### config.mk
export PLATFORM = sky130hd
export DESIGN_NAME = sync_fifo_flags
export DESIGN_NICKNAME = d
export VERILOG_FILES = /design/src/rtl/sync_fifo_flags.sv
export SDC_FILE = /design/constraint.sdc
export NUM_CORES = 1
export LEC_CHECK = 0
export BUFFER_PORTS_ARGS = -buffer_cell sky130_fd_sc_hd__buf_4
export CORE_UTILIZATION = 45
export CTS_CLUSTER_SIZE = 20
export DETAILED_ROUTE_END_ITERATION = 8
export GPL_TIMING_DRIVEN = 0
export SYNTH_ARGS = -nofsm -noshare
export SYNTH_HDL_FRONTEND = slang
export SYNTH_SLANG_ARGS = --single-unit
### constraint.sdc
create_clock -name clk -period 6.7 [get_ports clk]
set_input_delay 1.34 -clock clk [delete_from_list [all_inputs] [get_ports clk]]
set_output_delay 1.34 -clock clk [all_outputs]
set_load 0.02 [all_outputs]
### src/rtl/sync_fifo_flags.sv
// Single-clock FIFO with occupancy count, almost-full/almost-empty thresholds,
// overflow/underflow pulses and a selectable first-word-fall-through read port.
module sync_fifo_flags #(
   parameter int unsigned WIDTH     = 8,
   parameter int unsigned DEPTH     = 16,
   parameter int unsigned AF_THRESH = DEPTH - 4,
   parameter int unsigned AE_THRESH = 2,
   parameter bit          FWFT      = 1'b0
) (
   input  logic                     clk,
   input  logic                     rst,
   input  logic [WIDTH-1:0]         din,
   input  logic                     wr_en,
   input  logic                     rd_en,
   output logic [WIDTH-1:0]         dout,
   output logic                     dout_valid,
   output logic                     full,
   output logic                     empty,
   output logic                     almost_full,
   output logic                     almost_empty,
   output logic [$clog2(DEPTH):0]   count,
   output logic                     overflow,
   output logic                     underflow
);

   localparam int unsigned AW = $clog2(DEPTH);
   localparam int unsigned CW = AW + 1;

   logic [WIDTH-1:0] r_mem [DEPTH];
   logic [AW-1:0]    r_wr_ptr;
   logic [AW-1:0]    r_rd_ptr;
   logic [CW-1:0]    r_count;
   logic             r_full;
   logic             r_empty;
   logic             r_almost_full;
   logic             r_almost_empty;
   logic             r_overflow;
   logic             r_underflow;

   logic             w_rd_acc;
   logic             w_wr_acc;
   logic [CW-1:0]    w_count_nxt;
   logic             w_full_nxt;
   logic             w_empty_nxt;
   logic             w_almost_full_nxt;
   logic             w_almost_empty_nxt;

   // Accept logic: a read frees a slot, so a write into a full FIFO succeeds alongside it.
   always_comb begin
      w_rd_acc = 1'b0;
      w_wr_acc = 1'b0;
      w_rd_acc = rd_en && !r_empty;
      w_wr_acc = wr_en && (!r_full || w_rd_acc);
   end

   // Next occupancy and the flags derived from it, so flags and count move together.
   always_comb begin
      w_count_nxt = r_count;
      case ({w_wr_acc, w_rd_acc})
         2'b10:   w_count_nxt = r_count + CW'(1);
         2'b01:   w_count_nxt = r_count - CW'(1);
         default: w_count_nxt = r_count;
      endcase
      w_full_nxt         = (w_count_nxt == CW'(DEPTH));
      w_empty_nxt        = (w_count_nxt == {CW{1'b0}});
      w_almost_full_nxt  = (w_count_nxt >= CW'(AF_THRESH));
      w_almost_empty_nxt = (w_count_nxt <= CW'(AE_THRESH));
   end

   // Pointer, occupancy, flag and error-pulse registers.
   always_ff @(posedge clk) begin
      if (!rst) begin
         r_wr_ptr       <= {AW{1'b0}};
         r_rd_ptr       <= {AW{1'b0}};
         r_count        <= {CW{1'b0}};
         r_full         <= 1'b0;
         r_empty        <= 1'b1;
         r_almost_full  <= 1'b0;
         r_almost_empty <= 1'b1;
         r_overflow     <= 1'b0;
         r_underflow    <= 1'b0;
      end else begin
         if (w_wr_acc) begin
            r_wr_ptr <= r_wr_ptr + AW'(1);
         end
         if (w_rd_acc) begin
            r_rd_ptr <= r_rd_ptr + AW'(1);
         end
         r_count        <= w_count_nxt;
         r_full         <= w_full_nxt;
         r_empty        <= w_empty_nxt;
         r_almost_full  <= w_almost_full_nxt;
         r_almost_empty <= w_almost_empty_nxt;
         r_overflow     <= wr_en && r_full && !w_rd_acc;
         r_underflow    <= rd_en && r_empty;
      end
   end

   // Storage array; deliberately not cleared by reset, only writes are blocked.
   always_ff @(posedge clk) begin
      if (rst && w_wr_acc) begin
         r_mem[r_wr_ptr] <= din;
      end
   end

   generate
      if (FWFT) begin : g_fwft
         // Head word is presented directly; it depends only on the registered read pointer.
         assign dout       = r_mem[r_rd_ptr];
         assign dout_valid = !r_empty;
      end else begin : g_std
         logic [WIDTH-1:0] r_dout;
         logic             r_dout_valid;

         // Registered read port: one-cycle latency, data held between reads.
         always_ff @(posedge clk) begin
            if (!rst) begin
               r_dout       <= {WIDTH{1'b0}};
               r_dout_valid <= 1'b0;
            end else begin
               r_dout_valid <= w_rd_acc;
               if (w_rd_acc) begin
                  r_dout <= r_mem[r_rd_ptr];
               end
            end
         end

         assign dout       = r_dout;
         assign dout_valid = r_dout_valid;
      end
   endgenerate

   assign full         = r_full;
   assign empty        = r_empty;
   assign almost_full  = r_almost_full;
   assign almost_empty = r_almost_empty;
   assign count        = r_count;
   assign overflow     = r_overflow;
   assign underflow    = r_underflow;

endmodule

# Yosys cells after proc, flatten, opt, wreduce, memory -nomap -nowiden
# Memories as Yosys holds them, arrays and structs flattened. A register that Yosys moved wholly into a read port is not among the register bits.
# Cells that the tools add are included.
[word_totals]
reg_bits = 20
mem_bits_rw = 128
input_bits = 12
output_inout_bits = 20
word_cells = 35
memories = 1
[memory_table]
columns = ["name", "depth", "word_bits", "rd", "rd_clocked_by_memory_dff", "wr", "line_no", "source"]
rows = [
  ["r_mem", 16, 8, 1, 1, 1, "29", "logic [WIDTH-1:0] r_mem [DEPTH];"],
]
[op_classes]
add_sub_neg = 4
order_cmp = 2
eq_ne = 3
mux = 3
reduce_logical = 12
[ops]
columns = ["cell", "count"]
rows = [
  ["5-bit case mux with 2 select lines", 1],
  ["4-bit by 1-bit adder with 4-bit output, second input constant", 2],
  ["1-bit logical AND", 6],
  ["5-bit by 1-bit adder with 5-bit output, second input constant", 1],
  ["5-bit == test, second input constant", 1],
  ["5-bit by 4-bit >= comparator with 1-bit output, second input constant", 1],
  ["5-bit by 2-bit <= comparator with 1-bit output, second input constant", 1],
  ["5-bit logical NOT", 1],
  ["5-bit by 1-bit subtractor with 5-bit output, second input constant", 1],
  ["1-bit logical NOT", 4],
  ["2-bit by 1-bit == test with 1-bit output, second input constant", 1],
  ["2-bit == test, second input constant", 1],
  ["1-bit two-way mux", 2],
  ["1-bit logical OR", 1],
]

# Depth between registers and ports, before layout
[logic_depth]
ltp_word = 7
ltp_mapped = 12
mapped_depth_nobuf = 11

# Least setup slack after synthesis
# OpenSTA, ideal clock, no wires.
[synth_path]
path_kind = "in2reg"
startpoint = "input port rd_en"
endpoint = "register r_almost_empty (netlist: almost_empty)"
setup_time_ns = 0.100
arrival_ns = 3.556
required_time_ns = 6.600
path_slack_ns = 3.044
stages = 12
n_path_buf = 2
path_cell_list = "nand2b_1 -> clkbuf_1 -> inv_1 -> ha_1 -> buf_6 -> xor2_1 -> ha_1 -> a21oi_1 -> mux2i_1 -> xor2_1 -> nor2_1 -> a2111oi_4"
[synth_between]
elab_chain_len = 6
word_cells_on_any_way = 7
cone_classes = "order compare: 1; eq/ne: 2; mux: 1; reduce/logical: 3"
[synth_rtl]
columns = ["item", "line_no", "source"]
rows = [
  ["from (decl)", "14", "input logic rd_en,"],
  ["1-bit logical AND *", "52", "w_rd_acc = rd_en && !r_empty;"],
  ["net w_rd_acc", "40", "logic w_rd_acc;"],
  ["1-bit logical OR", "53", "w_wr_acc = wr_en && (!r_full || w_rd_acc);"],
  ["1-bit logical AND", "53", ""],
  ["2-bit by 1-bit == test with 1-bit output / 2-bit == test (equally long branches)", "59", "case ({w_wr_acc, w_rd_acc})"],
  ["5-bit case mux with 2 select lines *", "59", ""],
  ["5-bit by 2-bit <= comparator with 1-bit output *", "67", "w_almost_empty_nxt = (w_count_nxt <= CW'(AE_THRESH));"],
  ["to (signal assigned)", "93", "r_almost_empty <= w_almost_empty_nxt;"],
  ["to (decl)", "36", "logic r_almost_empty;"],
]
# The timed path passes the listed nets; every way through them passes the cells marked *.
# A chain may end at the register's enable or synchronous reset.

# Worst setup path after layout
# Same ends and word-level chain as after synthesis.

==> impl_metrics.ini <==
[sta]
fmaxAchievable_ghz = 0.261
period_share_pct = 57.3
fin_hold_ws_ps = 496
relSlewSlack_pct = 18.2
finalSetupViolations = 0
slew_violations = 0
finClkSkew_ps = 5.35
rsz0062_at_grt = false
hold_viol = 0
worst_pin_slew_ps = 1220
period_needed_ps = 3840
setup_tns_ps = 0

[setup_path]
cp_cell_sequence = buf_4, nand2b_1, clkbuf_1, inv_1, ha_1, buf_6, xor2_1, ha_1, a21oi_1, mux2i_1, xor2_1, nor2_1, a2111oi_4
slowest_delay_ps = 420
crit_slowest_cell = clkbuf_1
cp-end-kind = flop
crit_buf_inv = 4
critPathKind = input port to flop
cp_max_fo = 10
arrival_ps = 4160
path_delay_family = buffers and inverters
required_ps = 7020
start_kind = input port

[grt]
grt_start_max_net_pins = 17
grt.total_usage_pct = 19.1
grt_pass1_vias = 3333
grt_pass1_wl_um = 19100
grt_overflow = 0
antenna_found_initial = 0

[clock_network]
clock_latency_ps = 420
cts_setup_buffers = 0
clk_pin_slew_ps = 60
cts_buffers = 17
clock-sinks = 156
ctsHoldBuffers = 0
cts_root_buffer = clkbuf_16
htree_num_levels = 4
cts_resized = 0
cts_tree = built
cts.path.max_buffers = 2

[die]
dieArea_um2 = 14200
core_area_um2 = 13300
io_pins = 32
die_y_um = 119
initial_core_util_pct = 46.3
num_rows = 42
die_w_um = 119

[synthesis]
netlist-cell-type-count = 40
synth_seq_cells = 156
synth_top_area_share_pct = 62.4
synth_nets = 377
ys.warnings.count = 0
ys_top_cells_by_area = edfxtp_1 62%, mux4_2 12%, dfxtp_1 9.1%
postSynthCellCount = 356
seq_area_frac_synth_pct = 71.5
postSynthAreaPerCell_um2 = 17.3
syn_area_um2 = 6160
yosys.area.top_type = edfxtp_1

[drt]
detail-route-antenna-nets = 0
first_pass_iters = 4
routed_wl_um = 12300
routed-wl-met3_um = 685
drt_iter0_drc = 208
dr.max_layer_used = met4
wl_met1_um = 5320
dr_wl_met2_um = 5990
wl_per_cell_um = 20.6
drc = 0
avgViaCountPerCell = 5.51
vias = 3285

[flow_run]
cap_violations = 0

[layout]
antennaDiodeCount = 0
syn2layout_area_growth_pct = 18.1
final_area_um2 = 7280
final_common_cell = edfxtp_1
fin_nets = 428
n_fill_cell = 1075
mostFrequentLayoutCells = 128 x edfxtp_1, 33 x buf_4, 32 x nor2_1, 32 x mux4_2, 28 x dfxtp_1
layout-drive-gt1-share_pct = 24.8
post-route-util_pct = 54.7

[power]
power_density_nw_per_um2 = 336
leakage_nw = 2.48
power_mw = 2.45
ir_worst_vdd_mv = 0.181

[placement]
portBuffers = 30
dp_hpwl_um = 8070
placed_area_um2 = 6620
gp_congestion = 0.804

[status]
outcome = finished, final reports clean

[min_path]
hold_class = flop to flop
-- layer usage --
metal  vias to the layer above  global-route usage, %
met2                       112                   30.6
met3                        23                   4.41
met1                      1655                   24.9
met4                         0                   8.31
li1                       1495                      -
met5                         -                      0
-- worst reg2reg max path: cells and delay by family (launching register included) --
family          cells  cell delay [ps]
fa+ha+maj           2              540
flops               1              350
buf+inv             3              850
compound gates      2              480
simple gates        2              270
mux                 1              230
xor+xnor            2              370
-- layout make-up --
cell class | instances | area, µm² | area share, %
flip-flops and latches | 156 | 4400 | 60.5
multi-input cells | 175 | 1650 | 22.6
clock buffers | 19 | 433 | 5.95
repair buffers | 32 | 238 | 3.27
clock inverters | 13 | 221 | 3.04
well taps | 176 | 220 | 3.03
plain buffers | 19 | 90.1 | 1.24
inverters | 6 | 22.5 | 0.309
-- cells in the mapped netlist, drive strengths merged --
cell type and count:
and3 2, o22ai 1, a21o 2, dfxtp 28, buf 12, nand2b 5, a32oi 1, ha 9
a22oi 16, a31o 1, nor2b 4, nand3 3, or3 1, xor2 6, edfxtp 128, mux2 1
inv 5, nor3 4, and2 2, nor4bb 1, nand4 1, nand2 15, and4 1, o21a 1
o21ai 2, and4b 1, clkbuf 7, a211oi 1, clkinv 1, nor2 32, xnor2 4, mux2i 3
mux4 32, a2111oi 1, a41o 1, a21oi 21
-- power breakdown --
part           total [mW]  switching [mW]  internal [mW]
registers            1.10          0.0196           1.08
logic               0.292           0.158          0.134
clock network        1.06           0.365          0.694
-- flip-flops by register name (all words and copies together), names as in the netlist --
name and count:
count 5, almost_full 1, r_rd_ptr 4, r_wr_ptr 4
r_mem 128, overflow 1, dout_valid 1, almost_empty 1
underflow 1, full 1, empty 1, dout 8
-- cells by family after synthesis --
group / share of synthesized area [%]
mux: 12.5
buf+inv: 1.83
flops: 71.5
fa+ha+maj: 1.83
simple gates: 5.42
compound gates: 5.51
xor+xnor: 1.42
-- path summary, 6_finish.rpt --
| check | from | endpoint | slack, ps | depth (start not counted) |
|---|---|---|---|---|
| worst max-delay path | rd_en | almost_empty | 2860 | 13 |
| worst min-delay path | dout[7] | dout[7] | 500 | 2 |
| worst max register to register | empty | almost_empty | 3500 | 12 |
| worst min register to register | dout[7] | dout[7] | 500 | 2 |
-- metrics by stage --
step | worst slack [ps] | cells
finish | 2860 | 596
floorplan | 3040 | 356
detailed placement | 2470 | 564
global route | 2690 | 596
CTS | 2860 | 596
global placement | 2510 | 562
Power figures use the tool's default switching activity.
